**src/rtl/dp_ctrl_pkg.sv**
```systemverilog
`default_nettype none
// ============================================================================
// Module      : dp_ctrl_pkg
// Description : Shared definitions for the register-file/ALU datapath and the
//               control units that drive it: control-bundle field widths,
//               arbiter state encoding and small index helpers.
// Contents    : CONST_W/INMUX_W/OUTMUX_W/REGADD_W/INSSEL_W - bundle widths
//               MAX_REQ/IDX_W/HOLD_W - arbiter sizing
//               arb_state_t - arbiter FSM state
//               idx_onehot() - unit index to one-hot vector
// Revision    : 1.0 - initial release
// ============================================================================
package dp_ctrl_pkg;

    // Control-bundle field widths shared by every control unit.
    localparam int CONST_W  = 8;
    localparam int INMUX_W  = 3;
    localparam int OUTMUX_W = 4;
    localparam int REGADD_W = 4;
    localparam int INSSEL_W = 2;

    // Arbiter sizing: at most four requesters, so unit indices fit in 2 bits.
    localparam int MAX_REQ = 4;
    localparam int IDX_W   = 2;
    localparam int HOLD_W  = 8;

    typedef enum logic [1:0] {
        ARB_IDLE    = 2'd0,
        ARB_GRANT   = 2'd1,
        ARB_RELEASE = 2'd2
    } arb_state_t;

    // One-hot of a unit index over the full MAX_REQ range; callers slice it
    // down to their own request count.
    function automatic logic [MAX_REQ-1:0] idx_onehot(input logic [IDX_W-1:0] idx);
        return MAX_REQ'(1) << idx;
    endfunction

endpackage : dp_ctrl_pkg
`default_nettype wire

```
**src/rtl/rr_pick.sv**
```systemverilog
`default_nettype none
// ============================================================================
// Module      : rr_pick
// Description : Combinational round-robin priority encoder. Returns the first
//               set bit of eligible, searching upward from rr_ptr and
//               wrapping around at NUM_REQ.
// Ports       : eligible - candidate vector (NUM_REQ bits)
//               rr_ptr   - index where the search starts
//               sel      - index of the chosen candidate (0 when none)
//               valid    - at least one candidate was set
// Revision    : 1.0 - initial release
// ============================================================================
module rr_pick
    import dp_ctrl_pkg::*;
#(
    parameter int NUM_REQ = 2
) (
    input  logic [NUM_REQ-1:0] eligible,
    input  logic [IDX_W-1:0]   rr_ptr,
    output logic [IDX_W-1:0]   sel,
    output logic               valid
);

    // Eligible vector widened to the full index range so any 2-bit index can
    // address it without a width mismatch for small NUM_REQ.
    logic [MAX_REQ-1:0] w_elig_ext;
    logic [IDX_W-1:0]   w_idx [NUM_REQ];
    logic [IDX_W-1:0]   w_sel;
    logic               w_found;

    assign w_elig_ext = MAX_REQ'(eligible);

    // w_idx[k] is the unit examined at search position k: (rr_ptr + k) mod NUM_REQ.
    // rr_ptr is always below NUM_REQ, so a single conditional subtract wraps it.
    generate
        for (genvar k = 0; k < NUM_REQ; k++) begin : g_rot
            logic [IDX_W:0] w_sum;
            assign w_sum    = {1'b0, rr_ptr} + (IDX_W+1)'(k);
            assign w_idx[k] = (w_sum >= (IDX_W+1)'(NUM_REQ)) ?
                              IDX_W'(w_sum - (IDX_W+1)'(NUM_REQ)) :
                              w_sum[IDX_W-1:0];
        end
    endgenerate

    always_comb begin
        w_sel   = '0;
        w_found = 1'b0;
        for (int k = 0; k < NUM_REQ; k++) begin
            if (!w_found && w_elig_ext[w_idx[k]]) begin
                w_sel   = w_idx[k];
                w_found = 1'b1;
            end
        end
    end

    assign sel   = w_sel;
    assign valid = w_found;

endmodule : rr_pick
`default_nettype wire

```
**src/rtl/datapath_arbiter.sv**
```systemverilog
`default_nettype none
// ============================================================================
// Module      : datapath_arbiter
// Description : Shares one register-file/ALU datapath between NUM_REQ
//               sequencing control units. Round-robin grant held for a whole
//               operation, one dead RELEASE cycle between owners, and a hold
//               watchdog that revokes a grant held for MAX_HOLD cycles.
// Ports       : clk, rst        - clock, asynchronous active-high reset
//               req / gnt       - per-unit request (level) / one-hot grant
//               req_*           - per-unit control bundles, flattened
//               dp_*            - owner's bundle to the datapath (0 when idle)
//               dp_co, dp_z     - ALU flags from the datapath
//               flag_co, flag_z - ALU flags broadcast to all units
//               busy            - a unit currently owns the datapath
//               timeout         - one-cycle pulse when the watchdog fires
//               owner           - index of the current or last owner
// Revision    : 1.0 - initial release
// ============================================================================
module datapath_arbiter
    import dp_ctrl_pkg::*;
#(
    parameter int NUM_REQ  = 2,
    parameter int CW       = CONST_W,
    parameter int MAX_HOLD = 255
) (
    input  logic                         clk,
    input  logic                         rst,
    input  logic [NUM_REQ-1:0]           req,
    output logic [NUM_REQ-1:0]           gnt,
    input  logic [NUM_REQ*CW-1:0]        req_const,
    input  logic [NUM_REQ*INMUX_W-1:0]   req_inmux,
    input  logic [NUM_REQ*OUTMUX_W-1:0]  req_outmux,
    input  logic [NUM_REQ*REGADD_W-1:0]  req_regadd,
    input  logic [NUM_REQ-1:0]           req_we,
    input  logic [NUM_REQ*INSSEL_W-1:0]  req_inssel,
    output logic [CW-1:0]                dp_const,
    output logic [INMUX_W-1:0]           dp_inmux,
    output logic [OUTMUX_W-1:0]          dp_outmux,
    output logic [REGADD_W-1:0]          dp_regadd,
    output logic                         dp_we,
    output logic [INSSEL_W-1:0]          dp_inssel,
    input  logic                         dp_co,
    input  logic                         dp_z,
    output logic                         flag_co,
    output logic                         flag_z,
    output logic                         busy,
    output logic                         timeout,
    output logic [IDX_W-1:0]             owner
);

    localparam logic [HOLD_W-1:0] c_hold_last = HOLD_W'(MAX_HOLD - 1);
    localparam logic [IDX_W-1:0]  c_last_idx  = IDX_W'(NUM_REQ - 1);

    // ------------------------------------------------------------------
    // Registered state
    // ------------------------------------------------------------------
    arb_state_t           r_state;
    arb_state_t           w_state_nxt;
    logic [NUM_REQ-1:0]   r_gnt;
    logic [NUM_REQ-1:0]   r_blocked;
    logic [IDX_W-1:0]     r_owner;
    logic [IDX_W-1:0]     r_rr_ptr;
    logic [HOLD_W-1:0]    r_hold_cnt;
    logic                 r_timeout;

    // ------------------------------------------------------------------
    // Per-unit bundles unpacked into arrays padded to MAX_REQ entries so the
    // 2-bit owner index can select from them directly.
    // ------------------------------------------------------------------
    logic [CW-1:0]        w_const_arr  [MAX_REQ];
    logic [INMUX_W-1:0]   w_inmux_arr  [MAX_REQ];
    logic [OUTMUX_W-1:0]  w_outmux_arr [MAX_REQ];
    logic [REGADD_W-1:0]  w_regadd_arr [MAX_REQ];
    logic [INSSEL_W-1:0]  w_inssel_arr [MAX_REQ];
    logic [MAX_REQ-1:0]   w_req_ext;
    logic [MAX_REQ-1:0]   w_we_ext;

    assign w_req_ext = MAX_REQ'(req);
    assign w_we_ext  = MAX_REQ'(req_we);

    generate
        for (genvar i = 0; i < MAX_REQ; i++) begin : g_unpack
            if (i < NUM_REQ) begin : g_live
                assign w_const_arr[i]  = req_const[i*CW +: CW];
                assign w_inmux_arr[i]  = req_inmux[i*INMUX_W +: INMUX_W];
                assign w_outmux_arr[i] = req_outmux[i*OUTMUX_W +: OUTMUX_W];
                assign w_regadd_arr[i] = req_regadd[i*REGADD_W +: REGADD_W];
                assign w_inssel_arr[i] = req_inssel[i*INSSEL_W +: INSSEL_W];
            end else begin : g_pad
                assign w_const_arr[i]  = '0;
                assign w_inmux_arr[i]  = '0;
                assign w_outmux_arr[i] = '0;
                assign w_regadd_arr[i] = '0;
                assign w_inssel_arr[i] = '0;
            end
        end
    endgenerate

    // ------------------------------------------------------------------
    // Arbitration: units revoked by the watchdog stay out until they drop req.
    // ------------------------------------------------------------------
    logic [NUM_REQ-1:0]   w_eligible;
    logic [IDX_W-1:0]     w_pick_sel;
    logic                 w_pick_valid;
    logic [IDX_W-1:0]     w_rr_next;
    logic [MAX_REQ-1:0]   w_sel_oh_ext;
    logic [MAX_REQ-1:0]   w_owner_oh_ext;

    assign w_eligible = req & ~r_blocked;

    rr_pick #(
        .NUM_REQ (NUM_REQ)
    ) u_rr_pick (
        .eligible (w_eligible),
        .rr_ptr   (r_rr_ptr),
        .sel      (w_pick_sel),
        .valid    (w_pick_valid)
    );

    assign w_rr_next      = (w_pick_sel == c_last_idx) ? '0 : w_pick_sel + IDX_W'(1);
    assign w_sel_oh_ext   = idx_onehot(w_pick_sel);
    assign w_owner_oh_ext = idx_onehot(r_owner);

    // ------------------------------------------------------------------
    // Grant termination conditions. A req drop on the expiry cycle wins, so
    // w_expire requires the owner to still be requesting.
    // ------------------------------------------------------------------
    logic w_in_grant;
    logic w_owner_req;
    logic w_expire;

    assign w_in_grant  = (r_state == ARB_GRANT);
    assign w_owner_req = w_req_ext[r_owner];
    assign w_expire    = w_in_grant && w_owner_req && (r_hold_cnt == c_hold_last);

    // ------------------------------------------------------------------
    // FSM: state register
    // ------------------------------------------------------------------
    always_ff @(posedge clk or posedge rst) begin
        if (rst) begin
            r_state <= ARB_IDLE;
        end else begin
            r_state <= w_state_nxt;
        end
    end

    // ------------------------------------------------------------------
    // FSM: next-state logic
    // ------------------------------------------------------------------
    always_comb begin
        w_state_nxt = r_state;
        case (r_state)
            ARB_IDLE: begin
                if (w_pick_valid) begin
                    w_state_nxt = ARB_GRANT;
                end
            end
            ARB_GRANT: begin
                if (!w_owner_req || w_expire) begin
                    w_state_nxt = ARB_RELEASE;
                end
            end
            ARB_RELEASE: begin
                w_state_nxt = ARB_IDLE;
            end
            default: begin
                w_state_nxt = ARB_IDLE;
            end
        endcase
    end

    // ------------------------------------------------------------------
    // Grant bookkeeping registers
    // ------------------------------------------------------------------
    always_ff @(posedge clk or posedge rst) begin
        if (rst) begin
            r_gnt      <= '0;
            r_owner    <= '0;
            r_rr_ptr   <= '0;
            r_hold_cnt <= '0;
            r_blocked  <= '0;
            r_timeout  <= 1'b0;
        end else begin
            r_timeout <= w_expire;
            // A block is cleared by any cycle in which the unit's req is low.
            r_blocked <= (r_blocked & req) |
                         (w_expire ? w_owner_oh_ext[NUM_REQ-1:0] : '0);

            case (r_state)
                ARB_IDLE: begin
                    if (w_pick_valid) begin
                        r_gnt      <= w_sel_oh_ext[NUM_REQ-1:0];
                        r_owner    <= w_pick_sel;
                        r_rr_ptr   <= w_rr_next;
                        r_hold_cnt <= '0;
                    end
                end
                ARB_GRANT: begin
                    r_hold_cnt <= r_hold_cnt + HOLD_W'(1);
                    if (!w_owner_req || w_expire) begin
                        r_gnt <= '0;
                    end
                end
                default: begin
                    r_gnt <= '0;
                end
            endcase
        end
    end

    // ------------------------------------------------------------------
    // FSM: outputs. The datapath sees the owner's bundle only in GRANT; in
    // RELEASE and IDLE everything (notably dp_we) is forced to zero so the
    // outgoing owner's last write cannot overlap the next owner's first.
    // ------------------------------------------------------------------
    always_comb begin
        busy      = w_in_grant;
        dp_const  = '0;
        dp_inmux  = '0;
        dp_outmux = '0;
        dp_regadd = '0;
        dp_we     = 1'b0;
        dp_inssel = '0;
        if (w_in_grant) begin
            dp_const  = w_const_arr[r_owner];
            dp_inmux  = w_inmux_arr[r_owner];
            dp_outmux = w_outmux_arr[r_owner];
            dp_regadd = w_regadd_arr[r_owner];
            dp_we     = w_we_ext[r_owner];
            dp_inssel = w_inssel_arr[r_owner];
        end
    end

    assign gnt     = r_gnt;
    assign timeout = r_timeout;
    assign owner   = r_owner;

    // Flags go to every unit ungated; a unit without gnt ignores them.
    assign flag_co = dp_co;
    assign flag_z  = dp_z;

endmodule : datapath_arbiter
`default_nettype wire

```
**config.mk**
```make
export PLATFORM = sky130hd
export DESIGN_NAME = datapath_arbiter
export DESIGN_NICKNAME = d
export VERILOG_FILES = /design/src/rtl/dp_ctrl_pkg.sv /design/src/rtl/rr_pick.sv /design/src/rtl/datapath_arbiter.sv
export SDC_FILE = /design/constraint.sdc
export NUM_CORES = 1
export LEC_CHECK = 0
export CORE_MARGIN = 2
export CORE_UTILIZATION = 35
export CTS_CLUSTER_DIAMETER = 150
export DETAILED_ROUTE_END_ITERATION = 12
export PLACE_DENSITY = 0.83
export SETUP_SLACK_MARGIN = 0.05
export SYNTH_ARGS = -nofsm -noshare
export SYNTH_HDL_FRONTEND = slang
export SYNTH_SLANG_ARGS = --single-unit
```
**constraint.sdc**
```tcl
create_clock -name clk -period 1.8 [get_ports clk]
set_input_delay 0.36 -clock clk [delete_from_list [all_inputs] [get_ports clk]]
set_output_delay 0.36 -clock clk [all_outputs]
set_load 0.1 [all_outputs]
```
==> results.sh, run 1 <==
export IMPL_max_slew_margin=0.718
export IMPL_slew_violations=0
export IMPL_ff2ff_path_depth=6
export IMPL_antenna_found_initial=0
export IMPL_clk_pin_slew_ns=0.11
export IMPL_final_layout_size_suffix_gt1_frac=0.371
export IMPL_ys_types=32
export IMPL_p_clk_frac=0.040
export IMPL_finalHoldViolations=0
export IMPL_r2r_end="gnt[1]$_DFFE_PP0P_"
export IMPL_ios=80
export IMPL_syn_nets=192
export IMPL_async_reset_ff_frac=1.00
export IMPL_crit_path_max_fanout=11
export IMPL_synth_most_common_cell="nor2_1"
export IMPL_cts_tree="yes"
export IMPL_internal_power_w=0.00232
export IMPL_dr_total_vias=1414
export IMPL_initial_core_util=0.370
export IMPL_syn_inst=140
export IMPL_fillers=191
export IMPL_die_h_um=63.6
export IMPL_finish_utilization=0.805
export IMPL_finClkSkew_ns=0.00518
export IMPL_die_area_um2=4050
export IMPL_fin_ws_ns=-0.312
export IMPL_met1_usage=0.326
export IMPL_tightestPinTransition_ns=0.412
export IMPL_avgSynthCellArea_um2=8.88
export IMPL_die_w_um=63.6
export IMPL_gp_congestion=0.819
export IMPL_worstPathRequired_ns=1.44
export IMPL_grt_pass1_wl_um=8070
export IMPL_routed_wl_um=5230
export IMPL_clockBufferDepth=2
export IMPL_grt_pass1_vias=1477
export IMPL_overflow=0
export IMPL_cts_made_buffers=3
export IMPL_drt_drc_violations_left=0
export IMPL_rsz0062_at_grt="true"
export IMPL_r2r_start="owner[1]$_DFFE_PP0P_"
export IMPL_power_density_nw_per_um2=2000
export IMPL_yosysWarnings=0
export IMPL_syn_to_final_growth_pct=118
export IMPL_end_kind="primary output"
export IMPL_max_freq_mhz=474
export IMPL_power_frac_comb=0.833
export IMPL_grt_busiest_layer="met2"
export IMPL_hold_path_class="in2async"
export IMPL_period_share=1.17
export IMPL_viasPerCell=5.14
export IMPL_grtUsageMet3=0.0571
export IMPL_ant_nets=0
export IMPL_finalSetupViolCount=26
export IMPL_synth_top_area_frac=0.382
export IMPL_dp_hpwl_um=3850
export IMPL_fin_nets=282
export IMPL_grt_use_total=0.261
export IMPL_row_count=21
export IMPL_drt_iter0_drc=54
export IMPL_cp_start_kind="register"
export IMPL_cts_sinks=19
export IMPL_rrSetupSlack_ns=-0.07
export IMPL_synth_area_leaders="dfrtp_1 (38%), mux2i_1 (19%), nor2_1 (8.1%), inv_1 (2.7%), o211ai_1 (2.4%)"
export IMPL_drt_pass1_iter_count=4
export IMPL_ir_drop_mv=1.05
export IMPL_port_buffers=75
export IMPL_diodes=0
export IMPL_failed_checks="setup timing"
export IMPL_grt_max_degree=28
export IMPL_syn_area_um2=1240
export IMPL_grtUsageMet2=0.464
export IMPL_ys_flop_type="dfrtp_1"
export IMPL_routedWlPerCell_um=19.0
export IMPL_root_buffer="clkbuf_4"
export IMPL_hold_ws_ns=0.340
export IMPL_yosysSeqAreaShare=0.382
export IMPL_switchingPower_w=0.00309
export IMPL_synth_seq_cells=19
export IMPL_switching_share=0.571
export IMPL_min_period_ns=2.11
export IMPL_htreeDepth=1
export IMPL_core_um2=3360
export IMPL_drv_cap=0
export IMPL_dp_slack_ns=-0.0797
export IMPL_insertion_delay_ns=0.31
export IMPL_crit_type="reg2out"
export IMPL_p_seq_frac=0.126
export IMPL_yosysTopAreaCell="dfrtp_1"
export IMPL_synth_commonest_cells="nor2_1 (27), mux2i_1 (23), dfrtp_1 (19)"
export IMPL_power_leakage_nw=1.15
export IMPL_arrival_ns=1.75
export IMPL_finalSetupTns_ns=-6.47
export IMPL_outcome="finished with violations"
export IMPL_synth_edff_count=0
## cell usage in the layout, fill, tap and decap left out, types with 4 or more instances in the layout
cell type        instances
a21oi_1                  4
buf_12                  30
buf_4                   14
clkdlybuf4s50_1         47
dfrtp_1                 17
inv_1                    8
mux2i_1                 23
nor2_1                   5
nor2_4                  22
o211ai_1                 4
o21ai_0                  5
## worst max-delay path: stages (launching register included)
cell and delay [ns]:
dfrtp_4 0.49, or3b_4 0.45, buf_12 0.19, nor2_4 0.12
buf_12 0.18
## cell families (layout without fill, tap and decap cells)
logic type / after synthesis / count (layout) / synth area share
adders and majority gates: 2 / 2 / 0.0201
buffers and inverters: 18 / 107 / 0.0634
muxes: 23 / 23 / 0.185
xor gates and xnor gates: 2 / 2 / 0.0141
and+or+nand+nor: 53 / 53 / 0.213
DFF: 19 / 19 / 0.382
AOI/OAI and AO/OA: 23 / 23 / 0.122
## registers in the layout, summed over array words and instances, names as in the netlist
name        cells
r_rr_ptr        2
r_blocked       2
owner           2
r_hold_cnt      8
timeout         1
r_state         2
gnt             2
## area by class of cell
cell class                 count  area, um2  share of cell area
clock inverter                 1       5.00             0.00185
inverter                       9       37.5              0.0139
clock buffer                   3       22.5             0.00832
tap                           46       57.6              0.0213
timing repair buffer          94       1230               0.454
sequential                    19        483               0.178
multi-input combinational    103        871               0.322
## repair_timing
action                                  CTS  global route
endpoints found under the setup margin   27            27
setup buffers                             2             4
hold buffers                              0             0
endpoints found under the hold margin     0             0
cloned                                    1             0
pin swaps                                 1             1
resized for setup                         5             1
## worst max-delay path by stage
stage | start | end | cells past startpoint
final | owner[1]$_DFFE_PP0P_ | dp_inmux[0] | 4
after global routing | owner[1]$_DFFE_PP0P_ | dp_inmux[0] | 4
after CTS | owner[1]$_DFFE_PP0P_ | dp_inmux[0] | 4
after detailed placement | req[0] | gnt[1]$_DFFE_PP0P_ | 5
after global placement | owner[1]$_DFFE_PP0P_ | dp_regadd[0] | 4
after floorplan | owner[1]$_DFFE_PP0P_ | dp_const[0] | 4
## routing by layer
metal / part of all wire / vias to the layer above
li1: - / 659
met1: 0.41 / 679
met2: 0.50 / 73
met3: 0.082 / 3
met4: 0.0055 / 0
met5: 0 / -
## power by group through the flow
stage / Combinational (W) / Clock [W] / Sequential [W]
3_5_place_dp: 0.00407 / 0 / 0.000797
3_3_place_gp: 0.00399 / 0 / 0.000779
6_report: 0.00451 / 0.000217 / 0.000683
5_1_grt: 0.00466 / 0.000236 / 0.000696
2_1_floorplan: 0.00268 / 0 / 0.000867
4_1_cts: 0.00424 / 0.000222 / 0.000790
## per-stage QoR
| step | total power [W] | instances | area (um2) |
|---|---|---|---|
| final | 0.00541 | 275 | 2710 |
| after global routing | 0.00559 | 275 | 2710 |
| after CTS | 0.00525 | 271 | 2650 |
| after detailed placement | 0.00487 | 264 | 2570 |
| after global placement | 0.00477 | 264 | 2570 |
| after floorplan | 0.00355 | 140 | 1470 |
Power figures use the tool's default switching activity.
==> run 2, diff against run 1 <==
--- a/config.mk
+++ b/config.mk
@@ -8,6 +8,7 @@
 export CORE_MARGIN = 2
 export CORE_UTILIZATION = 35
 export CTS_CLUSTER_DIAMETER = 150
+export CTS_CLUSTER_SIZE = 40
 export DETAILED_ROUTE_END_ITERATION = 12
 export PLACE_DENSITY = 0.83
 export SETUP_SLACK_MARGIN = 0.05
==> results of run 2 <==
No change in the layout: final DEF, timing and power equal those of run 1.
